<file path="src/rtl/cnu_layer_sched_pkg.sv">
// cnu_layer_sched_pkg: FSM encoding and default sizing shared by the CNU layer scheduler
package cnu_layer_sched_pkg;
  typedef enum logic [2:0] {
    IDLE = 3'd0,
    RD   = 3'd1,
    LOAD = 3'd2,
    WAIT = 3'd3,
    WB   = 3'd4,
    NEXT = 3'd5,
    FIN  = 3'd6
  } sched_state_t;
  localparam int DEF_NUM_LAYERS = 12;
  localparam int DEF_LAYER_AW = 4;
  localparam int DEF_MAX_ITER = 8;
  localparam int DEF_ITER_W = 4;
  localparam int DEF_TIMEOUT = 63;
  localparam int CNU_LAT = 34;
endpackage

</file>
<file path="src/rtl/cnu_watchdog.sv">
// cnu_watchdog: clearable cycle counter flagging the enabled cycle on which it reaches TIMEOUT
module cnu_watchdog #(
  parameter int TIMEOUT = 63,
  parameter int W = $clog2(TIMEOUT + 1)
) (
  input  logic         clk,
  input  logic         rst,
  input  logic         clr,
  input  logic         en,
  output logic [W-1:0] count,
  output logic         expire
);
  always_ff @(posedge clk)
    if (rst || clr) count <= '0;
    else if (en) count <= count + 1'b1;
  assign expire = en && count == W'(TIMEOUT - 1);
endmodule

</file>
<file path="src/rtl/cnu_layer_sched.sv">
// cnu_layer_sched: per-layer read/load/wait/write-back sequencer for the layered QC-LDPC decoder; CNU_SCHED_EARLY_TERM_EN enables syndrome early termination
module cnu_layer_sched
  import cnu_layer_sched_pkg::*;
#(
  parameter int NUM_LAYERS = DEF_NUM_LAYERS,
  parameter int LAYER_AW = DEF_LAYER_AW,
  parameter int MAX_ITER = DEF_MAX_ITER,
  parameter int ITER_W = DEF_ITER_W,
  parameter int TIMEOUT = DEF_TIMEOUT
) (
  input  logic                clk,
  input  logic                rst,
  input  logic                start,
  input  logic                storage,
  input  logic                synd_ok,
  output logic                load_to_CNU,
  output logic                mem_rd_en,
  output logic [LAYER_AW-1:0] rd_layer,
  output logic                mem_wr_en,
  output logic [LAYER_AW-1:0] wr_layer,
  output logic [ITER_W-1:0]   iter_cnt,
  output logic                busy,
  output logic                done,
  output logic                err
);
  localparam int WD_W = $clog2(TIMEOUT + 1);
  sched_state_t state, state_nxt;
  logic [LAYER_AW-1:0] layer, layer_nxt;
  logic [ITER_W-1:0] iter_nxt;
  logic [WD_W-1:0] unused_wd_count;
  logic wd_expire, spurious, last, early, accept;
`ifdef CNU_SCHED_EARLY_TERM_EN
  assign early = synd_ok;
`else
  logic unused_synd_ok;
  assign unused_synd_ok = synd_ok;
  assign early = 1'b0;
`endif
  cnu_watchdog #(.TIMEOUT(TIMEOUT), .W(WD_W)) u_wd (
    .clk(clk),
    .rst(rst),
    .clr(state == LOAD),
    .en(state == WAIT),
    .count(unused_wd_count),
    .expire(wd_expire)
  );
  assign busy = state != IDLE;
  assign mem_rd_en = state == RD;
  assign load_to_CNU = state == LOAD;
  assign mem_wr_en = state == WB;
  assign done = state == FIN;
  assign accept = state == IDLE && start;
  assign spurious = storage && state != WAIT;
  assign last = layer == LAYER_AW'(NUM_LAYERS - 1);
  assign iter_nxt = iter_cnt + 1'b1;
  always_comb begin
    state_nxt = state;
    layer_nxt = layer;
    case (state)
      IDLE: if (start) begin
        state_nxt = RD;
        layer_nxt = '0;
      end
      RD:   state_nxt = LOAD;
      LOAD: state_nxt = WAIT;
      WAIT: state_nxt = storage ? WB : wd_expire ? FIN : WAIT;
      WB:   state_nxt = NEXT;
      NEXT: begin
        layer_nxt = last ? '0 : layer + 1'b1;
        state_nxt = last && (iter_nxt == ITER_W'(MAX_ITER) || early) ? FIN : RD;
      end
      FIN:  state_nxt = IDLE;
      default: state_nxt = IDLE;
    endcase
    // a stray CNU result aborts an active decode; FIN already terminates on its own
    if (spurious && state != IDLE && state != FIN) state_nxt = FIN;
  end
  always_ff @(posedge clk)
    if (rst) begin
      state <= IDLE;
      layer <= '0;
      rd_layer <= '0;
      wr_layer <= '0;
      iter_cnt <= '0;
      err <= 1'b0;
    end else begin
      state <= state_nxt;
      layer <= layer_nxt;
      if (state_nxt == RD) rd_layer <= layer_nxt;
      if (state_nxt == WB) wr_layer <= layer;
      if (accept) iter_cnt <= '0;
      else if (state == NEXT && last) iter_cnt <= iter_nxt;
      if (accept) err <= 1'b0;
      else if (spurious || (state == WAIT && !storage && wd_expire)) err <= 1'b1;
    end
endmodule
</file>
<file path="config.mk">
export PLATFORM = sky130hd
export DESIGN_NAME = cnu_layer_sched
export DESIGN_NICKNAME = d
export VERILOG_FILES = /design/src/rtl/cnu_layer_sched_pkg.sv /design/src/rtl/cnu_watchdog.sv /design/src/rtl/cnu_layer_sched.sv
export SDC_FILE = /design/constraint.sdc
export NUM_CORES = 1
export LEC_CHECK = 0
export CAP_MARGIN = 25
export CORE_MARGIN = 2
export CORE_UTILIZATION = 45
export CTS_CLUSTER_SIZE = 28
export DETAILED_ROUTE_END_ITERATION = 12
export PLACE_DENSITY = 0.71
export RECOVER_POWER = 50
export SLEW_MARGIN = 20
export SYNTH_ARGS = -nofsm -noshare
export SYNTH_HDL_FRONTEND = slang
export SYNTH_SLANG_ARGS = --single-unit
</file>
<file path="constraint.sdc">
create_clock -name clk -period 1.95 [get_ports clk]
set_input_delay 0.2925 -clock clk [delete_from_list [all_inputs] [get_ports clk]]
set_output_delay 0.2925 -clock clk [all_outputs]
set_load 0.02 [all_outputs]
</file>
* Word level (Yosys, flattened, before mapping)
Cells that the tools add are included.
Storage, ports and cells: bits in registers 26, output and inout bits 18
Operators by class: add/sub/neg operators 3, equality and inequality tests 13, multiplexer cells 9, reductions and logical operators 15
Operators by type and width (count):
- 3-bit case mux with 6 select lines | 1
- 3-bit two-way mux | 5
- 3-bit equality test, second input constant | 4
- 1-bit logical AND | 9
- 4-bit by 1-bit adder with 4-bit output, second input constant | 2
- 4-bit equality test, second input constant | 2
- 4-bit two-way mux | 2
- 4-bit case mux with 2 select lines | 1
- 6-bit by 1-bit adder with 6-bit output, second input constant | 1
- 3-bit by 1-bit equality test with 1-bit output, second input constant | 2
- 3-bit by 2-bit equality test with 1-bit output, second input constant | 2
- 6-bit equality test, second input constant | 1
- 3-bit logical NOT | 1
- 3-bit by 2-bit inequality test with 1-bit output, second input constant | 1
- 3-bit inequality test, second input constant | 1
- 3-bit nonzero test | 1
- 1-bit logical OR | 2
- 2-bit OR reduction | 1
- 1-bit logical NOT | 1

* Longest topological paths before layout
Gate-level depths: netlist (run 1).
word-level depth 7, mapped depth 8, mapped depth without buffers 8

* Hierarchy
Synthesis (run 1) repeated with hierarchy kept, for this count alone.
Second synthesis, totals: cell total of the unflattened synthesis 145, area total of the unflattened synthesis 1316.3 um2
By module, submodules not included:
- cnu_layer_sched | times used 1, cells an instance 114, area each 1036.0 um2
- cnu_watchdog | times used 1, cells an instance 31, area each 280.3 um2

* Worst setup path before layout (run 1)
Ideal clock, no wire load.
path type register to register, start register iter_cnt[0], end register rd_layer[0], setup time 0.123 ns, arrival time 2.125 ns, slack -0.298 ns, stages on the path, launching flop included 8, period minus slack after synthesis 2.248 ns, path through dfxtp_1 ha_1 xor2_1 nor3b_1 and3b_1 a211o_1 nor4b_4 mux2_1
On the way: word-level cells in the longest chain between the ends 7
RTL lines:
- start, declared | line cnu_layer_sched.sv:21 | output logic [ITER_W-1:0] iter_cnt,
- start signal, assigned | line cnu_layer_sched.sv:92 | else if (state == NEXT && last) iter_cnt <= iter_nxt;
- 4-bit by 1-bit adder with 4-bit output | line cnu_layer_sched.sv:55 | assign iter_nxt = iter_cnt + 1'b1;
- 4-bit equality test | line cnu_layer_sched.sv:70 | state_nxt = last && (iter_nxt == ITER_W'(MAX_ITER) || early) ? FIN : RD;
- 1-bit logical AND | line cnu_layer_sched.sv:70
- 3-bit two-way mux | line cnu_layer_sched.sv:70
- 3-bit case mux with 6 select lines | line cnu_layer_sched.sv:59 | case (state)
- 3-bit two-way mux | line cnu_layer_sched.sv:76 | if (spurious && state != IDLE && state != FIN) state_nxt = FIN;
- 3-bit by 1-bit equality test with 1-bit output | line cnu_layer_sched.sv:89 | if (state_nxt == RD) rd_layer <= layer_nxt;
- end signal, assigned | line cnu_layer_sched.sv:89
- end, declared | line cnu_layer_sched.sv:18 | output logic [LAYER_AW-1:0] rd_layer,
No other way between the ends. A chain may end at the register's enable or synchronous reset.

* Final worst setup path (run 1)
start register iter_cnt[0], end register rd_layer[1]
The elaborated chain is that of the path after synthesis.

==> results of run 1 <==
==> final timing paths <==
kind	depth (start not counted)	slack, ns	endpoint	startpoint
worst max-delay path	8	-0.12	rd_layer[1]	iter_cnt[0]
worst min-delay path	2	0.46	wr_layer[3]	wr_layer[3]
worst max register to register	8	-0.12	rd_layer[1]	iter_cnt[0]
worst min register to register	2	0.46	wr_layer[3]	wr_layer[3]
==> flip-flops by register name, summed over array words and instances, names as in the netlist <==
signal	flops
iter_cnt	4
err	1
layer	4
state	3
u_wd.count	6
wr_layer	4
rd_layer	4
==> per-stage QoR <==
step	cells	area (sq um)	total power, uW	hold WS, ns	setup TNS, ns
finish	229	1830	1850	0.464	-0.404
global route	229	1830	1950	0.493	-0.653
CTS	229	1830	1840	0.470	-0.648
detailed placement	225	1760	1470	0.451	-1.85
global placement	225	1760	1450	0.444	-1.14
floorplan	152	1330	1120	0.371	-0.129
==> layer usage <==
metal  vias to the layer above  part of all wire [%]  wire, um
met5                         -                     0         0
met1                       597                    40      1260
li1                        620                     -         -
met3                         7                   4.7       147
met4                         0                   2.2        69
met2                        36                    53      1680
==> area by class of cell <==
cell class,instances,share of cell area [%]
clock inverter,1,1.64
sequential,26,29.0
inverter,2,0.410
timing repair buffer,49,22.7
clock buffer,3,1.23
tap,31,2.12
multi-input combinational,117,42.9
==> logic make-up (layout without fill, tap and decap cells) <==
family / count (synthesis) / in the layout / synth area share [%]
DFF: 26 / 26 / 39.9
AOI/OAI and AO/OA: 24 / 24 / 12.9
buffers and inverters: 9 / 55 / 2.98
adders and majority gates: 5 / 5 / 4.80
xor gates and xnor gates: 10 / 10 / 6.72
muxes: 5 / 5 / 4.22
and+or+nand+nor: 73 / 73 / 28.5
==> synth_stat cells, types with 2 or more instances <==
cell      count  area, sq um
nor2_1       27          101
dfxtp_1      26          521
nand2_1      13         48.8
a21oi_1       9         45.0
nand3_1       9         45.0
nor2b_1       8         50.1
clkbuf_1      5         18.8
ha_1          5         62.6
xnor2_1       5         43.8
xor2_1        5         43.8
mux2_1        4         45.0
a211oi_1      2         15.0
and2_1        2         12.5
inv_1         2         7.51
nand3b_1      2         15.0
nor3_1        2         10.0
nor3b_1       2         15.0
o21ai_0       2         10.0
or2_1         2         12.5
==> what timing repair did <==
item	in CTS	in global routing
resized for setup	10	4
endpoints found under the setup margin	9	5
pin swaps	1	0
setup buffers	0	0
==> worst min-delay path: cells and delay by family (launching register included) <==
| family | cells | cell delay, ns |
|---|---|---|
| flops | 1 | 0.34 |
| simple gates | 1 | 0.05 |
| compound gates | 1 | 0.05 |
==> power by group through the flow <==
stage | logic, uW | registers [uW] | clock network [uW]
4_1_cts | 832 | 622 | 383
3_3_place_gp | 819 | 630 | 0
6_report | 844 | 621 | 384
5_1_grt | 910 | 629 | 411
3_5_place_dp | 835 | 630 | 0
2_1_floorplan | 499 | 625 | 0
==> results.md, run 1 <==
- Fin. max-slew vios: 0
- Leakage: 0.000746 uW
- Final wirelength: 3.15 mm
- DRT iter0 DRCs: 46
- Placement Setup Slack: -0.465 ns
- Worst path slowest cell: dfxtp_4
- Clk sink count: 26
- GRT met2 Usage: 35.2%
- Row count: 19
- Outcome: finished, violations left
- Storage element area: 532 sq um
- DR vias/cell: 5.50
- Delay-heaviest family, CP: simple AND/OR/NAND/NOR gates
- Count of final setup violators: 4
- Cell count after synthesis: 152
- Combinational group share of total power: 45.6%
- I/O pins: 23
- Sequential share of the synthesized area: 39.9%
- Synthesized Nets: 162
- CP peak stage delay: 0.40 ns
- Setup ws final: -0.118 ns
- GR Util met3: 3.13%
- Layout cells sized above 1: 23.7%
- Failing checks: setup timing
- Arr. time, crit path: 2.31 ns
- Global-route wire length before repair: 5.13 mm
- Fin crit period: 2.07 ns
- GP Congestion: 0.902
- Switch share: 35.9%
- CP Class: reg -> reg
- Clk_lat worst skew: 0.33 ns
- Max IR drop VDD: 0.648 mV
- CTS tree: yes
- Crit-path max FO: 4
- Hold Vio Cnt, Final: 0
- Switching Power: 664 uW
- # hold bufs at CTS: 0
- Max frequency: 484 MHz
- Post-synth ARST share: 0%
- Layout Nets: 209
- Routed Antenna Nets: 0
- Initial Util: 47.3%
- GRT overflow: 0
- Die W: 57.8 um
- Slew HR: 65.6%
- GRT busiest layer: met2
- Post-Syn Area: 1300 sq um
- Clk root buf: clkbuf_4
- Largest net degree at the start of global routing: 16
- Initial antenna violation count: 0
- Seq cells post-synth: 26
- Core ar.: 2760 sq um
- DR WL/cell: 13.8 um
- FILL cells: 247
- Setup crit start kind: flip-flop
- WP buf/inv: 1
- Required time worst endpoint: 2.19 ns
- Int Power: 1190 uW
- H-tree depth: 1
- Mean Syn Cell Area: 8.58 sq um
- Post-synth top flop: dfxtp_1
- Synth warnings: 0
- Max_cap viols: 0
- Multi-input gate area: 785 sq um
- Count of cell types in the netlist: 39
- DR vias: 1260
- Met1 usage in global routing: 23.3%
- Unrepaired setup endpoints after global routing: true
- Sequential group share of total power: 33.6%
- CP cell instances: ha_4 -> xor2_2 -> nor3b_2 -> and3b_1 -> a211o_1 -> nor4b_4 -> buf_4 -> mux2_1
- Detailed Place HPWL: 2.39 mm
- Worst Tran Pin Value: 0.515 ns
- DR pass1 iterations: 4
- GRT Overall Usage: 19.8%
- Worst min path class: reg -> reg
- Die Height: 57.8 um
- EDFF count, synth: 0
- Count of antenna diodes in the layout: 0
- Vias in the first global route: 1204
- # DRC: 0
- Final worst path period share: 106%
- Die ar.: 3340 sq um
- Clock-pin transition on the worst setup and hold timing paths: 0.15 ns
- Clk_skew: 0.00297 ns
- Clk network pwr share: 20.8%
- Num CTS Buffers: 3
- Power density over the cells: 1010 nW/um^2
- Most frequent cells in the layout: 27 x nor2_1, 27 x buf_4, 21 x dfxtp_1, 16 x clkdlybuf4s50_1, 14 x nand2_1
- I/O Buffers: 21
- CP Capture Type: flip-flop
- Area grow syn2layout: 40.4%
- Final Util: 66.4%
- Maximum clock path buffer count: 2
No activity file was read; power rests on OpenSTA's default activity.
==> inputs of run 2 (changes only) <==
Settings changed: MAX_ROUTING_LAYER from default to met4.
==> run 2 against run 1 <==
The run still ends with setup timing left. Critical path type unchanged. Clock power is 15% lower. Utilization is 0.091 points lower. Sequential power hardly changed. Cell area is 0.14% lower.
==> results.md, run 2 (same netlist as run 1, synthesis figures left out) <==
- Final wirelength: 3.09 mm (-2.1%)
- Fin. max-slew vios: 0 (unchanged)
- CP Class: reg -> reg
- Clock-pin transition on the worst setup and hold timing paths: 0.14 ns (about the same)
- GRT met2 Usage: 35.7% (+0.49 points)
- Setup ws final: -0.0897 ns (+0.0284 ns)
- Detailed Place HPWL: 2.41 mm (+0.73%)
- Initial antenna violation count: 0 (unchanged)
- Num CTS Buffers: 3 (unchanged)
- # hold bufs at CTS: 0 (unchanged)
- GRT Overall Usage: 21.0% (+1.2 points)
- Area grow syn2layout: 40.2%
- I/O Buffers: 21 (unchanged)
- Slew HR: 62.8% (-2.8 points)
- Clk root buf: clkbuf_4
- DR vias: 1207 (-4.2%)
- Setup crit start kind: flip-flop
- Die W: 57.8 um (unchanged)
- Final hold slack: 0.458 ns (-0.00614 ns)
- Required time worst endpoint: 2.19 ns (about the same)
- CP Capture Type: flip-flop
- Max reg flops: 6 (unchanged)
- GP Congestion: 0.932 (+3.3%)
- Row count: 19 (unchanged)
- Arr. time, crit path: 2.28 ns (-0.03 ns)
- Most frequent cells in the layout: 27 x buf_4, 26 x nor2_1, 22 x dfxtp_1, 13 x nand2_1, 12 x clkdlybuf4s50_1
- Layout cells sized above 1: 24.7% (+1.0 points)
- Count of final setup violators: 4 (unchanged)
- Outcome: finished, violations left
- I/O pins: 23 (unchanged)
- DR vias/cell: 5.27 (-4.2%)
- Crit-path max FO: 4 (unchanged)
- DR WL/cell: 13.5 um (-2.1%)
- Initial Util: 47.3% (unchanged)
- Largest net degree at the start of global routing: 16 (unchanged)
- Setup TNS: -0.344 ns (+0.0599 ns)
- GRT overflow: 0 (unchanged)
- Max IR drop VDD: 0.695 mV (+7.2%)
- Biggest register: u_wd.count
- R2R depth: 8 (unchanged)
- CTS tree: yes
- GR Util met3: 2.68% (-0.45 points)
- Maximum clock path buffer count: 2 (unchanged)
- Placement Setup Slack: -0.346 ns (+0.118 ns)
- Fin crit period: 2.04 ns (-0.0284 ns)
- Clk sink count: 26 (unchanged)
- Worst Tran Pin Value: 0.556 ns (+0.0413 ns)
- Core ar.: 2760 sq um (unchanged)
- Met1 usage in global routing: 23.9% (+0.59 points)
- Layout Nets: 209 (unchanged)
- Die Height: 57.8 um (unchanged)
- H-tree depth: 1 (unchanged)
- Unrepaired setup endpoints after global routing: true
- FILL cells: 233 (-5.7%)
- DR pass1 iterations: 4 (unchanged)
- Worst min path class: reg -> reg
- Most common cell after layout, fill and taps aside: buf_4
- Leakage: 0.000751 uW (+0.76%)
- WHS Path Cells: 2 (unchanged)
- Die ar.: 3340 sq um (unchanged)
- DRT iter0 DRCs: 45 (-2.2%)
- Final worst path period share: 105% (-1.5 points)
- Clk_skew: 0.00137 ns (-0.00160 ns)
- Failing checks: setup timing
- Max frequency: 490 MHz (+1.4%)
- Global-route wire length before repair: 5.31 mm (+3.5%)
- # DRC: 0 (unchanged)
- GRT busiest layer: met2
- Vias in the first global route: 1223 (+1.6%)
- Max_cap viols: 0 (unchanged)
- Power density over the cells: 970 nW/um^2 (-4.0%)
- Clk_lat worst skew: 0.34 ns (about the same)
- Routed Antenna Nets: 0 (unchanged)
- Count of antenna diodes in the layout: 0 (unchanged)
- Hold Vio Cnt, Final: 0 (unchanged)
run 2: cell count changes in the layout (fill, tap and decap cells not counted), moves of 2 or more:
cell,delta
mux2_4,+2
dlygate4sd3_1,+4
mux2_1,-2
clkdlybuf4s50_1,-4
run 2: stage by stage:
stage	util, %	std cells	area [sq um]	power, uW
after detailed placement	63.4	224	1750	1450
after CTS	66.2	228	1820	1790
after global routing	66.3	229	1830	1880
after global placement	63.4	224	1750	1440
after floorplan	-	152	1330	1120
final	66.3	229	1830	1770
run 2: final timing paths:
kind            endpoint  slack (ns)        start
min reg2reg  wr_layer[3]        0.46  wr_layer[3]
max reg2reg  rd_layer[3]       -0.09  iter_cnt[0]
min          wr_layer[3]        0.46  wr_layer[3]
max          rd_layer[3]       -0.09  iter_cnt[0]
run 2: repair_timing:
| action | in CTS | in global routing |
|---|---|---|
| pin swaps | 1 | 2 |
| endpoints found under the setup margin | 9 | 5 |
| setup buffers | 0 | 1 |
| hold endpoints to repair | 0 | 0 |
| gates resized for setup | 13 | 2 |
run 2: final cells by class:
class                   count  area [sq um]  share of cell area (%)
clock buffers               4          47.5                    2.60
inverters                   2          7.51                   0.411
multi-input cells         117           790                    43.2
flip-flops and latches     26           531                    29.0
well taps                  31          38.8                    2.12
repair buffers             49           414                    22.7
run 2: layer usage:
layer | share of wire [%] | wire length, um
met5 | 0 | 0
met1 | 42 | 1290
met3 | 2.8 | 86
met2 | 52 | 1620
met4 | 3.1 | 95
run 2: report_power, final:
group          switching (uW)  internal [uW]
clock network             170            157
registers                45.5            573
logic                     430            397
total                     646           1130
run 2: worst max-delay path, cell delays in order (launching register included):
cell and delay, ns:
dfxtp_4 0.40, ha_4 0.15, xor2_2 0.14, nor3b_2 0.07, and3b_1 0.19, a211o_1 0.30, nor4b_4 0.21, buf_4 0.18
mux2_4 0.30
==> inputs of run 3 (changes only) <==
Settings changed: ABC_AREA from default to 1, CORE_ASPECT_RATIO from default to 1.5.
==> run 3 against run 2 <==
The run now ends clean. Synthesized area increased by 0.58%. Maximum frequency increased by 10%. Clock skew increased by 0.0023 ns. Largest cell class unchanged. Cell area decreased by 10%. Global-route usage decreased by 2.0 points. Non-clock buffer count decreased by 26. Synthesized cell count increased by 24%. Via count increased by 2.2%. Utilization decreased by 8.9 points. First-iteration DRC count decreased by 38%.
==> results.md, run 3 <==
- Worst min path class: reg -> reg
- Max_cap viols: 0 (unchanged)
- Synth warnings: 0 (unchanged)
- Final wirelength: 2.69 mm (-13%)
- GRT Overall Usage: 19.0% (-2.0 points)
- Clk sink count: 26 (unchanged)
- Synthesized Nets: 199 (+23%)
- Mean Syn Cell Area: 6.94 sq um (-19%)
- Fin. max-slew vios: 0 (unchanged)
- Fin crit period: 1.85 ns (-0.189 ns)
- Max frequency: 540 MHz (+10%)
- Layout Nets: 226 (+8.1%)
- Worst path slowest cell: clkdlybuf4s50_1
- Setup crit start kind: flip-flop
- Max reg flops: 6 (unchanged)
- Row count: 24 (+5)
- Finished Layout Cells: 254 (+11%)
- Initial antenna violation count: 0 (unchanged)
- # DRC: 0 (unchanged)
- Clk_skew: 0.00366 ns (+0.00229 ns)
- DR WL/cell: 10.6 um (-22%)
- GP Congestion: 0.893 (-4.2%)
- Post-Synth XOR/XNOR Area: 2.67% (-4.0 points)
- Required time worst endpoint: 1.66 ns (-0.53 ns)
- R2R depth: 9 (+1)
- Unrepaired setup endpoints after global routing: false
- Slew HR: 79.4% (+17 points)
- CP Class: reg -> out
- Dpl cells: 250 (+12%)
- Delay-heaviest family, CP: buffers and inverters
- Sequential share of the synthesized area: 39.7% (-0.23 points)
- Detailed Place HPWL: 2.14 mm (-11%)
- Setup Buffers After CTS: 0 (unchanged)
- Crit path depth: 3 (-5)
- CP peak stage delay: 0.61 ns (+0.21 ns)
- Complex-gate fraction of the synthesized area: 7.06% (-5.8 points)
- Clock-pin transition on the worst setup and hold timing paths: 0.09 ns (-0.05 ns)
- Worst Tran Pin Value: 0.307 ns (-0.249 ns)
- Vias in the first global route: 1139 (-6.9%)
- CP Capture Type: primary output
- Global-route wire length before repair: 4.62 mm (-13%)
- DR vias/cell: 4.86 (-7.8%)
- GRT overflow: 0 (unchanged)
- Largest family of logic cells by synthesized area: simple AND/OR/NAND/NOR gates
- Layout cells sized above 1: 7.91% (-17 points)
- Routed Antenna Nets: 0 (unchanged)
- Clk_lat worst skew: 0.27 ns (-0.07 ns)
- Mux cell area share after synthesis: 0% (-4.2 points)
- Post-synth ARST share: 0% (unchanged)
- Post-Synth Simple-Gate Area: 37.2% (+8.7 points)
- Power density over the cells: 1250 nW/um^2 (+29%)
- Post-synth top flop: dfxtp_1
- Maximum clock path buffer count: 2 (unchanged)
- Synth top area share: 39.7% (-0.23 points)
- Crit-path max FO: 5 (+1)
- H-tree depth: 1 (unchanged)
- Outcome: complete, no violations
- Synth top area cells: dfxtp_1 40%, nand2_1 11%, nor2_1 11%
- I/O Buffers: 21 (unchanged)
- Post-Syn Area: 1310 sq um (+0.58%)
- Count of antenna diodes in the layout: 0 (unchanged)
- I/O pins: 23 (unchanged)
- CP cell instances: inv_1 -> nand2_1 -> clkdlybuf4s50_1
- CTS tree: yes
- Cell accounting for the most synthesized area: dfxtp_1
- Core ar.: 2850 sq um (+3.4%)
- Die W: 48.1 um (-17%)
- Leakage: 0.000794 uW (+5.7%)
- Biggest register: u_wd.count
- Post-synthesis adder-cell area fraction: 4.77% (-0.027 points)
- Largest net degree at the start of global routing: 15 (-1)
- Area grow syn2layout: 24.9%
- Seq cells post-synth: 26 (unchanged)
- Synth cell count leaders: 37 x nand2_1, 37 x nor2_1, 28 x inv_1
- Most frequent cells in the layout: 37 x nor2_1, 37 x nand2_1, 29 x inv_1, 23 x dfxtp_1, 18 x nand3_1
- DR pass1 iterations: 4 (unchanged)
- DR vias: 1234 (+2.2%)
- DRT iter0 DRCs: 28 (-38%)
- EDFF count, synth: 0 (unchanged)
- Hold Vio Cnt, Final: 0 (unchanged)
- WHS Path Cells: 2 (unchanged)
- Die Height: 70.1 um (+21%)
- Setup TNS: 0 ns (+0.344 ns)
- Initial Util: 46.0% (-1.3 points)
- Max IR drop VDD: 0.644 mV (-7.4%)
- Count of final setup violators: 0 (-4)
- Final worst path period share: 94.9% (-9.7 points)
- WP buf/inv: 2 (+1)
- Die ar.: 3370 sq um (+0.80%)
- Cell count after synthesis: 189 (+24%)
- Arr. time, crit path: 1.56 ns (-0.72 ns)
- Clk root buf: clkbuf_8
- Count of cell types in the netlist: 27 (-31%)
- Num CTS Buffers: 3 (unchanged)
[run 3: cell types whose count changed after synthesis, sizes merged, moves of 4 or more]
cell,before,now
clkbuf,5,1
nor2b,8,0
nand3,9,19
mux2,4,0
inv,2,29
nor3,2,6
nor2,27,39
xnor2,5,1
nand2,14,38
[run 3: area by class of cell]
| class | instances | area (sq um) |
|---|---|---|
| Multi-Input combinational cell | 133 | 678 |
| Timing Repair Buffer | 23 | 223 |
| Tap cell | 39 | 48.8 |
| Fill cell | 291 | 1210 |
| Inverter | 29 | 109 |
| Sequential cell | 26 | 524 |
| Clock buffer | 4 | 55.1 |
[run 3: cells by family after synthesis]
logic type,count (synthesis)
XOR/XNOR,4
flip-flops,26
adder cells (fa/ha/maj),5
AND/OR/NAND/NOR,108
AO/OA/AOI/OAI,16
buffers and inverters,30
[run 3: repair_timing]
item                                    4_1_cts  5_1_grt
endpoints found under the setup margin        3        7
resized for setup                             2        5
hold buffers                                  0        0
endpoints found under the hold margin         0        0
[run 3: path summary, 6_finish.rpt]
check	from	end	slack, ns
worst max-delay path	state[2]	busy	0.1
worst min-delay path	rd_layer[1]	rd_layer[1]	0.49
worst max register to register	layer[0]	wr_layer[2]	0.25
worst min register to register	rd_layer[1]	rd_layer[1]	0.49
[run 3: per-layer routing]
| metal | part of all wire (%) | global-route usage [%] |
|---|---|---|
| met5 | 0 | - |
| met2 | 54 | 31.1 |
| met1 | 41 | 22.0 |
| met3 | 3.1 | 3.10 |
| met4 | 1.8 | 7.21 |
[run 3: report_power, final]
part	switching (uW)	internal, uW
clock network	170	181
registers	74.2	621
logic	637	362
[run 3: worst min-delay path, cell delays in order (launching register included)]
cell     delay [ns]
dfxtp_1        0.32
nor2_1         0.09
nor2_1         0.05
[run 3: per-stage QoR]
step	worst slack (ns)	area [sq um]	total power [uW]	hold WS [ns]	util, %
floorplan	0.269	1310	1420	0.365	-
global placement	0.174	1580	1720	0.471	55.4
detailed placement	0.154	1580	1750	0.479	55.4
CTS	0.0283	1640	2090	0.493	57.4
global route	0.0378	1640	2230	0.518	57.4
finish	0.0993	1640	2040	0.485	57.4
